===== src/rtl/vector_sequencer_if.sv =====
// Command channel into the vector sequencer: valid/ready handshake plus the
// opcode, X/Y words and draw exponent that travel with each command.
interface vector_sequencer_if #(
    parameter int DV_W = 12
);
    logic            cmd_valid;
    logic            cmd_ready;
    logic [1:0]      cmd_op;
    logic [DV_W-1:0] cmd_x;
    logic [DV_W-1:0] cmd_y;
    logic [3:0]      cmd_scale;

    modport master (output cmd_valid, cmd_op, cmd_x, cmd_y, cmd_scale,
                    input  cmd_ready);
    modport slave  (input  cmd_valid, cmd_op, cmd_x, cmd_y, cmd_scale,
                    output cmd_ready);
endinterface


===== src/rtl/vector_sequencer.sv =====
// Sequencer for the X/Y position counters: loads positions via haltstrobe and
// times each draw as 2^s clocks of go, followed by a go-low settle window.
module vector_sequencer #(
    parameter int DV_W       = 12,
    parameter int MAX_SCALE  = 10,
    parameter int SETTLE_CYC = 2
) (
    input  logic                   clk,
    input  logic                   reset,
    vector_sequencer_if.slave      cmd,
    input  logic                   abort,
    input  logic                   restart,
    output logic [DV_W-1:0]        dv_x,
    output logic [DV_W-1:0]        dv_y,
    output logic                   haltstrobe,
    output logic                   timer0,
    output logic                   go,
    output logic                   busy,
    output logic                   halted
);
    localparam int TMR_W = MAX_SCALE + 1;

    localparam logic [1:0] OP_LOAD = 2'b01;
    localparam logic [1:0] OP_DRAW = 2'b10;
    localparam logic [1:0] OP_HALT = 2'b11;

    typedef enum logic [2:0] {
        ST_IDLE,
        ST_LOAD,
        ST_DRAW,
        ST_SETTLE,
        ST_HALTED
    } state_t;

    state_t            state_q, state_d;
    logic [TMR_W-1:0]  timer_q, timer_d;
    logic [DV_W-1:0]   dv_x_q, dv_x_d;
    logic [DV_W-1:0]   dv_y_q, dv_y_d;
    logic              go_q, go_d;
    logic              hs_q, hs_d;
    logic              t0_q, t0_d;

    // Timer preload for a draw: 2^s - 1 so that go stays high for 2^s clocks.
    function automatic logic [TMR_W-1:0] draw_len(input logic [3:0] sc);
        int s;
        s = (int'(sc) > MAX_SCALE) ? MAX_SCALE : int'(sc);
        return TMR_W'((64'd1 << s) - 64'd1);
    endfunction

    assign cmd.cmd_ready = (state_q == ST_IDLE);
    assign busy          = (state_q != ST_IDLE) && (state_q != ST_HALTED);
    assign halted        = (state_q == ST_HALTED);
    assign dv_x          = dv_x_q;
    assign dv_y          = dv_y_q;
    assign go            = go_q;
    assign haltstrobe    = hs_q;
    assign timer0        = t0_q;

    always_comb begin
        state_d = state_q;
        timer_d = timer_q;
        dv_x_d  = dv_x_q;
        dv_y_d  = dv_y_q;
        case (state_q)
            ST_IDLE: begin
                if (cmd.cmd_valid && cmd.cmd_ready) begin
                    case (cmd.cmd_op)
                        OP_LOAD: begin
                            dv_x_d  = cmd.cmd_x;
                            dv_y_d  = cmd.cmd_y;
                            state_d = ST_LOAD;
                        end
                        OP_DRAW: begin
                            dv_x_d  = cmd.cmd_x;
                            dv_y_d  = cmd.cmd_y;
                            timer_d = draw_len(cmd.cmd_scale);
                            state_d = ST_DRAW;
                        end
                        OP_HALT: state_d = ST_HALTED;
                        default: state_d = ST_IDLE;
                    endcase
                end
            end
            ST_LOAD: state_d = ST_IDLE;
            ST_DRAW: begin
                // The settle window reuses the draw timer as its down-counter.
                if ((timer_q == '0) || abort) begin
                    timer_d = TMR_W'(SETTLE_CYC - 1);
                    state_d = ST_SETTLE;
                end else begin
                    timer_d = timer_q - TMR_W'(1);
                end
            end
            ST_SETTLE: begin
                if (timer_q == '0) begin
                    state_d = ST_IDLE;
                end else begin
                    timer_d = timer_q - TMR_W'(1);
                end
            end
            ST_HALTED: if (restart) state_d = ST_IDLE;
            default:   state_d = ST_IDLE;
        endcase
        go_d = (state_d == ST_DRAW);
        hs_d = (state_d == ST_LOAD);
        t0_d = (state_d == ST_DRAW);
    end

    always_ff @(posedge clk or negedge reset) begin
        if (!reset) begin
            state_q <= ST_IDLE;
            timer_q <= '0;
            dv_x_q  <= '0;
            dv_y_q  <= '0;
            go_q    <= 1'b0;
            hs_q    <= 1'b0;
            t0_q    <= 1'b0;
        end else begin
            state_q <= state_d;
            timer_q <= timer_d;
            dv_x_q  <= dv_x_d;
            dv_y_q  <= dv_y_d;
            go_q    <= go_d;
            hs_q    <= hs_d;
            t0_q    <= t0_d;
        end
    end
endmodule


===== src/flat_wrapper.sv =====
// flat-port wrapper written by rule: the top's interface ports become plain ports
module vector_sequencer_flat 
#(
    parameter int DV_W       = 12,
    parameter int MAX_SCALE  = 10,
    parameter int SETTLE_CYC = 2
)
  (clk, reset, abort, restart, dv_x, dv_y, haltstrobe, timer0, go, busy, halted, cmd_cmd_valid, cmd_cmd_op, cmd_cmd_x, cmd_cmd_y, cmd_cmd_scale, cmd_cmd_ready);
  vector_sequencer_if #(.DV_W(DV_W)) cmd_i ();
  input  logic clk;
  input  logic reset;
  input  logic abort;
  input  logic restart;
  output logic [DV_W-1:0] dv_x;
  output logic [DV_W-1:0] dv_y;
  output logic haltstrobe;
  output logic timer0;
  output logic go;
  output logic busy;
  output logic halted;
  input wire logic [$bits(cmd_i.cmd_valid)-1:0] cmd_cmd_valid;
  input wire logic [$bits(cmd_i.cmd_op)-1:0] cmd_cmd_op;
  input wire logic [$bits(cmd_i.cmd_x)-1:0] cmd_cmd_x;
  input wire logic [$bits(cmd_i.cmd_y)-1:0] cmd_cmd_y;
  input wire logic [$bits(cmd_i.cmd_scale)-1:0] cmd_cmd_scale;
  output wire logic [$bits(cmd_i.cmd_ready)-1:0] cmd_cmd_ready;
  assign cmd_i.cmd_valid = cmd_cmd_valid;
  assign cmd_i.cmd_op = cmd_cmd_op;
  assign cmd_i.cmd_x = cmd_cmd_x;
  assign cmd_i.cmd_y = cmd_cmd_y;
  assign cmd_i.cmd_scale = cmd_cmd_scale;
  assign cmd_cmd_ready = cmd_i.cmd_ready;
  vector_sequencer #(.DV_W(DV_W), .MAX_SCALE(MAX_SCALE), .SETTLE_CYC(SETTLE_CYC)) u_core (.clk(clk), .reset(reset), .cmd(cmd_i), .abort(abort), .restart(restart), .dv_x(dv_x), .dv_y(dv_y), .haltstrobe(haltstrobe), .timer0(timer0), .go(go), .busy(busy), .halted(halted));
endmodule

===== config.mk =====
export PLATFORM = sky130hd
export DESIGN_NAME = vector_sequencer_flat
export DESIGN_NICKNAME = d
export VERILOG_FILES = /design/src/rtl/vector_sequencer_if.sv /design/src/rtl/vector_sequencer.sv /design/src/flat_wrapper.sv
export SDC_FILE = /design/constraint.sdc
export NUM_CORES = 1
export LEC_CHECK = 0
export CORE_MARGIN = 2
export CORE_UTILIZATION = 40
export DETAILED_ROUTE_END_ITERATION = 10
export PLACE_DENSITY_LB_ADDON = 0.1
export SLEW_MARGIN = 20
export SYNTH_ARGS = -nofsm -noshare
export SYNTH_HDL_FRONTEND = slang
export SYNTH_SLANG_ARGS = --single-unit
export TNS_END_PERCENT = 20

===== constraint.sdc =====
create_clock -name clk -period 2.3 [get_ports clk]
set_input_delay 0.69 -clock clk [delete_from_list [all_inputs] [get_ports clk]]
set_output_delay 0.69 -clock clk [all_outputs]
set_load 0.005 [all_outputs]

==> impl_metrics.csv, run 1 <==
group,metric,value,unit
place,port_buffers,64,
power_and_ir_drop,finalPower,3.64,mW
sta,slew_viol_final,0,
floorplan,die_h,76.3,um
routing,firstDrtPassIters,4,
setup_path,cp-end-kind,"flop",
clock_network,clk_pin_slew_worst_paths,0.08,ns
synth,synth_nets,238,
global_route,antenna_found_initial,0,
synth,synth_edf_count,0,
routing,num_vias,1863,
clock_network,cts_buffers,5,
sta,fin_hold_ws,0.462,ns
sta,fmax,447,MHz
global_route,grt_pass1_wl,8340,um
sta,min_period_over_period,0.974,
sta,slew_headroom,0.632,
sta,rsz0062_at_grt,"false",
floorplan,row_count,26,
layout,syn2layout_area_growth,50.1,%
power_and_ir_drop,seqPwrFrac,0.337,
sta,tightest_slew,0.551,ns
floorplan,dieArea,5820,um^2
power_and_ir_drop,leakage,1.30,nW
place,dpl-instance-area,2990,um^2
routing,wl_per_cell,13.6,um
layout,antenna_cells,0,
synth,synth.distinct_cells,47,
synth,syn_area,2090,um^2
routing,drc,0,
setup_path,worstPathArrival,2.46,ns
power_and_ir_drop,p_sw,1.16,mW
synth,yosysSeqAreaShare,0.479,
layout,fin_area,3140,um^2
clock_network,insertion_delay,0.29,ns
synth,yosysWarningCount,0,
power_and_ir_drop,p_sw_frac,0.319,
clock_network,cts_tree,"done",
power_and_ir_drop,p_clk_frac,0.152,
status,status,"complete, no violations",
setup_path,crit_fanout,3,
global_route,grtUsageTotal,0.176,
sta,hold_violations,0,
synth,async_flop_share,1.00,
layout,fin_nets,329,
clock_network,cts_num_sinks,40,
global_route,grt_pass1_vias,1731,
sta,fin_crit,2.24,ns
synth,synthFlopType,"dfrtp_1",
synth,synthTopCellsByCount,"dfrtp_1 (40), mux2_2 (24), nor2_1 (13), o21ai_0 (12), nand2_1 (10)",
floorplan,chipWidth,76.3,um
layout,drive_gt1_frac,0.266,
floorplan,start_util,0.412,
flow_run,drv_cap,0,
power_and_ir_drop,p_int,2.48,mW
power_and_ir_drop,power.density,1160,nW/um^2
global_route,grt_overflow,0,
synth,ys_seq_elements,40,
synth,yosysTopAreaCellShare,0.479,
global_route,grt_max_degree,41,
place,hpwlAfterDp,3580,um
setup_path,critPathLaunchType,"primary input",
synth,yosysMostFrequentCell,"dfrtp_1",
setup_path,critical_path_class,"primary input to flop",
clock_network,cts_buffer_depth,2,
synth,synth_area_leaders,"dfrtp_1 (48%), mux2_2 (13%), ha_1 (3.6%)",
layout,layoutNonFillerInstCount,359,
synth,avgSynthCellArea,10.6,um^2
power_and_ir_drop,ir_worst_vdd,0.711,mV
floorplan,ios,65,
place,post-place-ws,-0.249,ns
sta,final.setup.worst_slack,0.0608,ns
setup_path,worstPathRequired,2.52,ns
routing,drtIter0Drc,76,
sta,tns,0,ns
hold_path,min_path_type,"primary input to asynchronous set/reset pin",
place,gp_congestion,0.843,
place,dp.cells,350,
floorplan,core_area,5070,um^2
clock_network,ctsHtreeMaxLevel,2,
sta,setup_violations,0,
routing,wirelength,4870,um
clock_network,root_buffer,"clkbuf_8",
synth,synth_top_area_cell,"dfrtp_1",
sta,skew,0.00586,ns
routing,routed_via_density,5.19,
synth,syn-instance-count,197,
power_and_ir_drop,combPwrFrac,0.511,
routing,ant_nets,0,
layout,postLayoutCoreUtil,0.619,
==> critical path, cell delays in order <==
cell and delay, ns:
clkdlybuf4s50_1 0.50, ha_1 0.15, a21oi_1 0.06, nor3_1 0.14
buf_4 0.15, nand2_4 0.05, or4_2 0.63, nand3_1 0.10
==> logic make-up (layout without fill, tap and decap cells) <==
| kind of cell | Yosys count | after routing | synth area share |
|---|---|---|---|
| AO/OA/AOI/OAI | 46 | 46 | 0.147 |
| XOR/XNOR | 1 | 1 | 0.00419 |
| adder cells (fa/ha/maj) | 6 | 6 | 0.0359 |
| buffers and inverters | 19 | 111 | 0.0443 |
| flip-flops | 40 | 40 | 0.479 |
| multiplexers | 25 | 25 | 0.134 |
| AND/OR/NAND/NOR | 60 | 60 | 0.156 |
==> power by group through the flow <==
| stage | Clock [mW] | Sequential (mW) | Combinational, mW |
|---|---|---|---|
| floorplan | 0 | 1.28 | 0.824 |
| global placement | 0 | 1.23 | 1.81 |
| detailed placement | 0 | 1.24 | 1.82 |
| CTS | 0.571 | 1.23 | 1.87 |
| global route | 0.606 | 1.28 | 2.03 |
| finish | 0.553 | 1.23 | 1.86 |
==> registers in the layout (all words and copies together), names as in the netlist <==
register           cells
u_core.state_q         3
u_core.timer_q        11
u_core.go              1
u_core.dv_x           12
u_core.haltstrobe      1
u_core.dv_y           12
==> metal layers <==
layer	up-vias	GRT usage	wire length, um
li1	909	-	-
met1	888	0.246	2420
met2	62	0.273	2180
met3	4	0.0415	233
met4	0	0.0509	31
met5	-	0	0
==> final cells by class <==
class,count,area (um^2)
fill,479,1940
multi-input combinational,138,1030
sequential,40,1000
timing repair buffer,94,876
tap,70,87.6
clock buffer,6,72.6
inverter,9,36.3
clock inverter,2,35.0
==> cell usage in the layout, fill, tap and decap left out, types with 2 or more instances in the layout <==
cell type        Yosys  layout
nor2_2               0       2
nor4b_1              2       2
a22o_1               4       4
o21ai_0             12      12
a32oi_1              2       2
a21oi_1              9       9
nor2_1              13      10
inv_1                8       8
mux2_2              24      24
o221ai_1             2       2
o21a_1               2       2
or4_4                1       2
nand2b_1             5       4
nand2_1             10      10
o22ai_1              5       5
clkdlybuf4s50_1      0      62
nor3_1               8       7
clkbuf_8             0       5
nand3_1              4       4
nor4_1               2       2
dfrtp_1             40      40
ha_1                 6       5
nor2b_1              3       3
buf_4                1      29
==> worst paths after layout <==
| check | depth (start not counted) | from | slack (ns) | end |
|---|---|---|---|---|
| worst max register to register | 7 | u_core.timer_q[2]$_DFFE_PN0P_ | 0.12 | u_core.timer_q[6]$_DFFE_PN0P_ |
| worst max-delay path | 8 | cmd_cmd_op[1] | 0.06 | u_core.timer_q[6]$_DFFE_PN0P_ |
| worst min register to register | 1 | u_core.timer_q[9]$_DFFE_PN0P_ | 0.51 | u_core.timer_q[9]$_DFFE_PN0P_ |
| worst min-delay path | 2 | reset | 0.46 | u_core.dv_x[6]$_DFFE_PN0P_ |
| min in group clk | 1 | u_core.timer_q[9]$_DFFE_PN0P_ | 0.51 | u_core.timer_q[9]$_DFFE_PN0P_ |
| max in group asynchronous | 2 | reset | 1.49 | u_core.timer_q[6]$_DFFE_PN0P_ |
==> what timing repair did <==
action                     in CTS  in global routing
setup endpoints to repair       3                  8
buffers inserted                1                  0
gates resized for setup         4                  6
pin swaps                       0                  2
hold endpoints to repair        0                  0
hold buffers                    0                  0
(Power assumes the default switching activity.)
==> run 2, diff against run 1 <==
CTS_CLUSTER_SIZE = 24   (was unset)
==> results of run 2 <==
No change in the layout: final DEF, timing and power equal those of run 1.
==> edit 1 (config.mk and constraints of run 1) <==
`DV_W` is set to 12 in 3 places; all go to 6.
--- a/src/rtl/vector_sequencer_if.sv
+++ b/src/rtl/vector_sequencer_if.sv
@@ -1,7 +1,7 @@
 // Command channel into the vector sequencer: valid/ready handshake plus the
 // opcode, X/Y words and draw exponent that travel with each command.
 interface vector_sequencer_if #(
-    parameter int DV_W = 12
+    parameter int DV_W = 6
 );
     logic            cmd_valid;
     logic            cmd_ready;
--- a/src/rtl/vector_sequencer.sv
+++ b/src/rtl/vector_sequencer.sv
@@ -1,7 +1,7 @@
 // Sequencer for the X/Y position counters: loads positions via haltstrobe and
 // times each draw as 2^s clocks of go, followed by a go-low settle window.
 module vector_sequencer #(
-    parameter int DV_W       = 12,
+    parameter int DV_W       = 6,
     parameter int MAX_SCALE  = 10,
     parameter int SETTLE_CYC = 2
 ) (
--- a/src/flat_wrapper.sv
+++ b/src/flat_wrapper.sv
@@ -1,7 +1,7 @@
 // flat-port wrapper written by rule: the top's interface ports become plain ports
 module vector_sequencer_flat 
 #(
-    parameter int DV_W       = 12,
+    parameter int DV_W       = 6,
     parameter int MAX_SCALE  = 10,
     parameter int SETTLE_CYC = 2
 )
Ports: changed (resized cmd_cmd_x, cmd_cmd_y, dv_x and dv_y); port bits go from 65 to 41. The function was not compared with the original's and may differ.
==> edit 1 against run 1 <==
Critical path type is now register to register. Sequential cell count shrank 12. Synthesized area shrank 21%. Largest cell class unchanged. Hold slack gained 0.044 ns. Design area shrank 22%. Setup slack gained 0.051 ns. Power shrank 23%. Wire length shrank 7.5%. Sequential share of layout area shrank 3.1 points.
==> edit 1: results (changes against run 1) <==
| Metric | Value |
|---|---|
| Slowest cell delay on critical path | 0.56 ns (was 0.63 ns) |
| Clock transition at path regs | 0.10 ns (was 0.08 ns) |
| Status | complete, no violations (unchanged) |
| Critical path data arrival time | 2.37 ns (was 2.46 ns) |
| Synth area leaders | dfrtp_1, mux2_2, ha_1 (unchanged) |
| Commonest cells post-synth | dfrtp_1, nor2_1, mux2_2, nand2_1, o21ai_0 (was dfrtp_1, mux2_2, nor2_1) |
| Drt first-iter violations | 79 (was 76) |
| DR vias/cell | 5.50 (was 5.19) |
| Gr usage total | 20.0% (was 17.6%) |
| Sequential share of the synthesized area | 42.3% (was 47.9%) |
| Routability cong. | 0.919 (was 0.843) |
| Clock Skews | 0.00734 ns (was 0.00586 ns) |
| Hold Crit Class | register to register (was input port to asynchronous set/reset pin) |
| DP HPWL | 3290 µm (was 3580 µm) |
| # fillers | 344 (was 479) |
| Vias in the first global route | 1487 (was 1731) |
| H-tree levels | 1 (was 2) |
| Maximum VDD drop | 0.445 mV (was 0.711 mV) |
| Worst hold path depth | 1 |
| Final hold slack | 0.505 ns (was 0.462 ns) |
| First-pass GRT wire length | 6940 µm (was 8340 µm) |
| Nets | 274 (was 329) |
| Slowest CP cell | or4_4 (was or4_2) |
| Mapped Nets | 202 (was 238) |
| Layout cells sized above 1 | 27.0% (was 26.6%) |
| Reg-to-reg endpoint | u_core.timer_q[10]$_DFFE_PN0P_ (was u_core.timer_q[6]$_DFFE_PN0P_) |
| CTS Buf Count | 3 (was 5) |
| Placement Cell Area | 2320 µm² (was 2990 µm²) |
| Port Buf Inserts | 40 (was 64) |
| Leak | 1.04 nW (was 1.30 nW) |
| Slew HR | 61.6% (was 63.2%) |
| WL per Instance | 15.3 µm (was 13.6 µm) |
| Pin count of the biggest net entering global routing | 29 (was 41) |
| Crit-path max FO | 18 (was 3) |
| Max FFs per register | 11 |
[edit 1: power by group]
| group | total [mW] | leakage (nW) | switching (mW) | internal, mW |
|---|---|---|---|---|
| Clock | 0.398 | 0.0357 | 0.164 | 0.234 |
| Sequential | 0.874 | 0.337 | 0.146 | 0.728 |
| Combinational | 1.52 | 0.671 | 0.667 | 0.853 |
| Total | 2.79 | 1.04 | 0.978 | 1.81 |
[edit 1: through the flow]
step / utilization, % / instances / worst slack, ns / setup TNS, ns
5_1_grt: 60.9 / 294 / 0.00618 / 0
3_3_place_gp: 58.1 / 288 / -0.227 / -1.16
6_report: 60.9 / 294 / 0.111 / 0
2_1_floorplan: - / 173 / 0.0736 / 0
3_5_place_dp: 58.1 / 288 / -0.260 / -1.51
4_1_cts: 60.2 / 293 / 0.0138 / 0
[edit 1: worst reg2reg max path, delay by kind of cell (launching register included)]
family / cells / cell delay (ns)
AO/OA/AOI/OAI: 1 / 0.19
buffers and inverters: 3 / 0.31
flip-flops: 1 / 0.40
AND/OR/NAND/NOR: 3 / 1.18
[edit 1: cell type report]
| type | instances | area share, % |
|---|---|---|
| multi-input combinational | 126 | 36.4 |
| sequential | 28 | 28.8 |
| timing repair buffer | 76 | 27.6 |
| tap | 50 | 2.57 |
| inverter | 10 | 1.75 |
| clock buffer | 3 | 1.69 |
| clock inverter | 1 | 1.23 |
[edit 1: layer usage]
layer,wire (µm),share of wire (%),global-route usage (%)
met5,0,0,0
met2,2250,50,32.5
met3,206,4.6,2.63
met1,1960,43,26.6
met4,90,2.0,8.75
[edit 1: worst max path at each step]
stage	from	to	slack, ns	cells past startpoint
detailed placement	cmd_cmd_scale[2]	u_core.timer_q[4]$_DFFE_PN0P_	-0.26	9
floorplan	u_core.timer_q[2]$_DFFE_PN0P_	u_core.timer_q[6]$_DFFE_PN0P_	0.07	8
finish	u_core.timer_q[2]$_DFFE_PN0P_	u_core.timer_q[10]$_DFFE_PN0P_	0.11	7
global placement	cmd_cmd_op[1]	u_core.timer_q[6]$_DFFE_PN0P_	-0.23	8
global route	cmd_cmd_scale[3]	u_core.timer_q[4]$_DFFE_PN0P_	0.006	9
CTS	u_core.state_q[1]$_DFF_PN0_	halted	0.01	3
[edit 1: kinds of logic after synthesis]
kind of cell	after synthesis	synth area share (%)
XOR/XNOR	1	0.528
buffers and inverters	19	5.66
AND/OR/NAND/NOR	61	19.8
AO/OA/AOI/OAI	45	18.5
flip-flops	28	42.3
multiplexers	13	8.75
adder cells (fa/ha/maj)	6	4.53
[edit 1: what timing repair did]
action / CTS / global route
pin swaps: 0 / 3
endpoints found under the setup margin: 2 / 7
cloned: 0 / 0
buffers inserted: 1 / 1
gates resized for setup: 3 / 7
==> edit 2 (flow settings as in run 1) <==
Without the edit above. Reset style: synchronous (`reset`), changed in one clocked block.
--- a/src/rtl/vector_sequencer.sv
+++ b/src/rtl/vector_sequencer.sv
@@ -106,7 +106,7 @@
         t0_d = (state_d == ST_DRAW);
     end
 
-    always_ff @(posedge clk or negedge reset) begin
+    always_ff @(posedge clk) begin
         if (!reset) begin
             state_q <= ST_IDLE;
             timer_q <= '0;
Function: differs if reset is asserted again (counterexample within 4 cycles, from zero or initial values and one cycle with reset low); with reset held inactive, the same outputs for 10 cycles.
==> edit 2 against run 1 <==
First-iteration DRC count fell by 29%. Sequential cell count did not move. Hold slack got worse by 0.011 ns. Cell count rose by 7.0%. Wire length fell by 6.2%. Critical path depth fell by 5. Setup slack improved by 0.066 ns. Global-route usage fell by 0.85 points. Design area fell by 6.7%. Largest cell class unchanged. Core utilization fell by 1.0 points. Clock skew barely moved. Synthesized area fell by 2.6%.
Power is not compared: it rests on default switching activity, and its combinational part moved more than twofold at a synthesized area within 25%.
==> edit 2: results (changes against run 1) <==
| Metric | Value |
|---|---|
| DR vias | 1934 (was 1863) |
| Hold Crit Class | register to register (was input port to asynchronous set/reset pin) |
| Crit-path max FO | 5 (was 3) |
| Synth unique cells | 46 (was 47) |
| Antenna fix cells | 0 (unchanged) |
| # fillers | 468 (was 479) |
| Nets | 359 (was 329) |
| Layout cells sized above 1 | 11.4% (was 26.6%) |
| Leak | 1.11 nW |
| # resized after CTS | 0 (was 4) |
| GRT met2 Usage | 26.9% (was 27.3%) |
| Sw frac | 28.7% |
| Clock transition at path regs | 0.07 ns |
| WL per Instance | 11.9 µm (was 13.6 µm) |
| DP HPWL | 3410 µm (was 3580 µm) |
| Drt first-iter violations | 54 (was 76) |
| Clock Tree Buf Depth | 2 (unchanged) |
| Slowest cell delay on critical path | 0.49 ns (was 0.63 ns) |
| Pin count of the biggest net entering global routing | 25 (was 41) |
| Pre-Repair DR Iteration Count | 4 (unchanged) |
| CTS Buf Count | 5 (unchanged) |
| Routability cong. | 0.833 (was 0.843) |
| Main synth FF type | dfxtp_1 (was dfrtp_1) |
| Clock root cell | clkbuf_8 (unchanged) |
| Slowest CP cell | clkdlybuf4s50_1 (was or4_2) |
| Commonest cells post-synth | nand2_1, dfxtp_1, a21boi_1 (was dfrtp_1, mux2_2, nor2_1) |
| Sequential share of the synthesized area | 39.3% (was 47.9%) |
| Status | complete, no violations (unchanged) |
| Post-synth ARST share | 0% (was 100%) |
| H-tree levels | 2 (unchanged) |
| Port Buf Inserts | 64 (unchanged) |
| Worst skew pair latency | 0.29 ns (about the same) |
| Clock Skews | 0.00625 ns (was 0.00586 ns) |
| Global routing usage on met1 | 22.1% (was 24.6%) |
| Vias in the first global route | 1656 (was 1731) |
| First-pass GRT wire length | 7390 µm (was 8340 µm) |
| Post-CTS setup buffers | 0 (was 1) |
| Synth area leaders | dfxtp_1, nand2_1, a21boi_1 (was dfrtp_1, mux2_2, ha_1) |
| Initial antenna violation count | 0 (unchanged) |
| Mapped Nets | 288 (was 238) |
| Met3 global-route usage | 4.76% (was 4.15%) |
| Maximum VDD drop | 0.333 mV |
| CP top delay family | buffers and inverters (was simple AND/OR/NAND/NOR gates) |
| Gr usage total | 16.7% (was 17.6%) |
| Least-Margin Pin Slew | 0.400 ns (was 0.551 ns) |
| Critical path data arrival time | 1.48 ns (was 2.46 ns) |
| Syn. warnings | 0 (unchanged) |
-- edit 2: cell types whose count changed in the layout (fill, tap and decap cells not counted), moves of 5 or more --
cell / delta
a21boi_1: +25
a32o_1: +9
buf_4: -11
dfrtp_1: -40
dfxtp_1: +40
mux2_2: -24
nand2_1: +42
o21ai_1: +5
-- edit 2: metrics by stage --
stage	instances	setup TNS (ns)	hold WS [ns]	worst slack [ns]	instance area [µm²]
finish	384	0	0.451	0.126	2930
global route	384	0	0.469	0.0191	2930
CTS	384	0	0.455	0.0253	2920
detailed placement	377	-1.23	0.444	-0.176	2840
global placement	377	-1.12	0.440	-0.151	2840
floorplan	246	0	0.451	0.0386	2040
-- edit 2: power by group through the flow --
stage | registers, mW | clock network (mW) | logic (mW)
2_1_floorplan | 0.795 | 0 | 0.293
3_3_place_gp | 0.797 | 0 | 0.508
3_5_place_dp | 0.798 | 0 | 0.511
4_1_cts | 0.782 | 0.458 | 0.513
5_1_grt | 0.790 | 0.485 | 0.566
6_report | 0.782 | 0.437 | 0.507
-- edit 2: worst min-delay path, cell delays in order, from the launching register on --
cell	delay, ns
dfxtp_1	0.31
nand2_1	0.05
a21boi_1	0.05
-- edit 2: area by class of cell --
class                      instances  area, µm²  share of cell area, %
clock buffer                       5       68.8                   2.35
clock inverter                     2       12.5                  0.427
inverter                           8       30.0                   1.02
multi-input combinational        178       1120                   38.2
sequential                        40        801                   27.3
tap                               67       83.8                   2.86
timing repair buffer              84        816                   27.8
-- edit 2: layer usage --
| metal | vias to the layer above | routed length, µm |
|---|---|---|
| li1 | 1002 | - |
| met1 | 873 | 2140 |
| met2 | 53 | 2070 |
| met3 | 6 | 304 |
| met4 | 0 | 52 |
| met5 | - | 0 |
-- edit 2: cells by family (layout without fill, tap and decap cells) --
logic type	count (synthesis)	after routing	synth area share, %
buffers and inverters	28	99	6.21
xor gates and xnor gates	1	1	0.430
muxes	2	2	0.983
AOI/OAI and AO/OA	74	74	26.1
adders and majority gates	7	7	4.30
and+or+nand+nor	94	94	22.6
DFF	40	40	39.3
-- edit 2: worst paths after layout --
kind,slack (ns),to,from,depth (start not counted)
worst max-delay path,0.13,halted,u_core.state_q[1]$_SDFF_PN0_,3
worst min-delay path,0.45,u_core.dv_x[10]$_SDFFE_PN0P_,u_core.dv_x[10]$_SDFFE_PN0P_,2
worst max register to register,0.34,u_core.timer_q[10]$_SDFFE_PN0P_,u_core.timer_q[0]$_SDFFE_PN0P_,7
worst min register to register,0.45,u_core.dv_x[10]$_SDFFE_PN0P_,u_core.dv_x[10]$_SDFFE_PN0P_,2
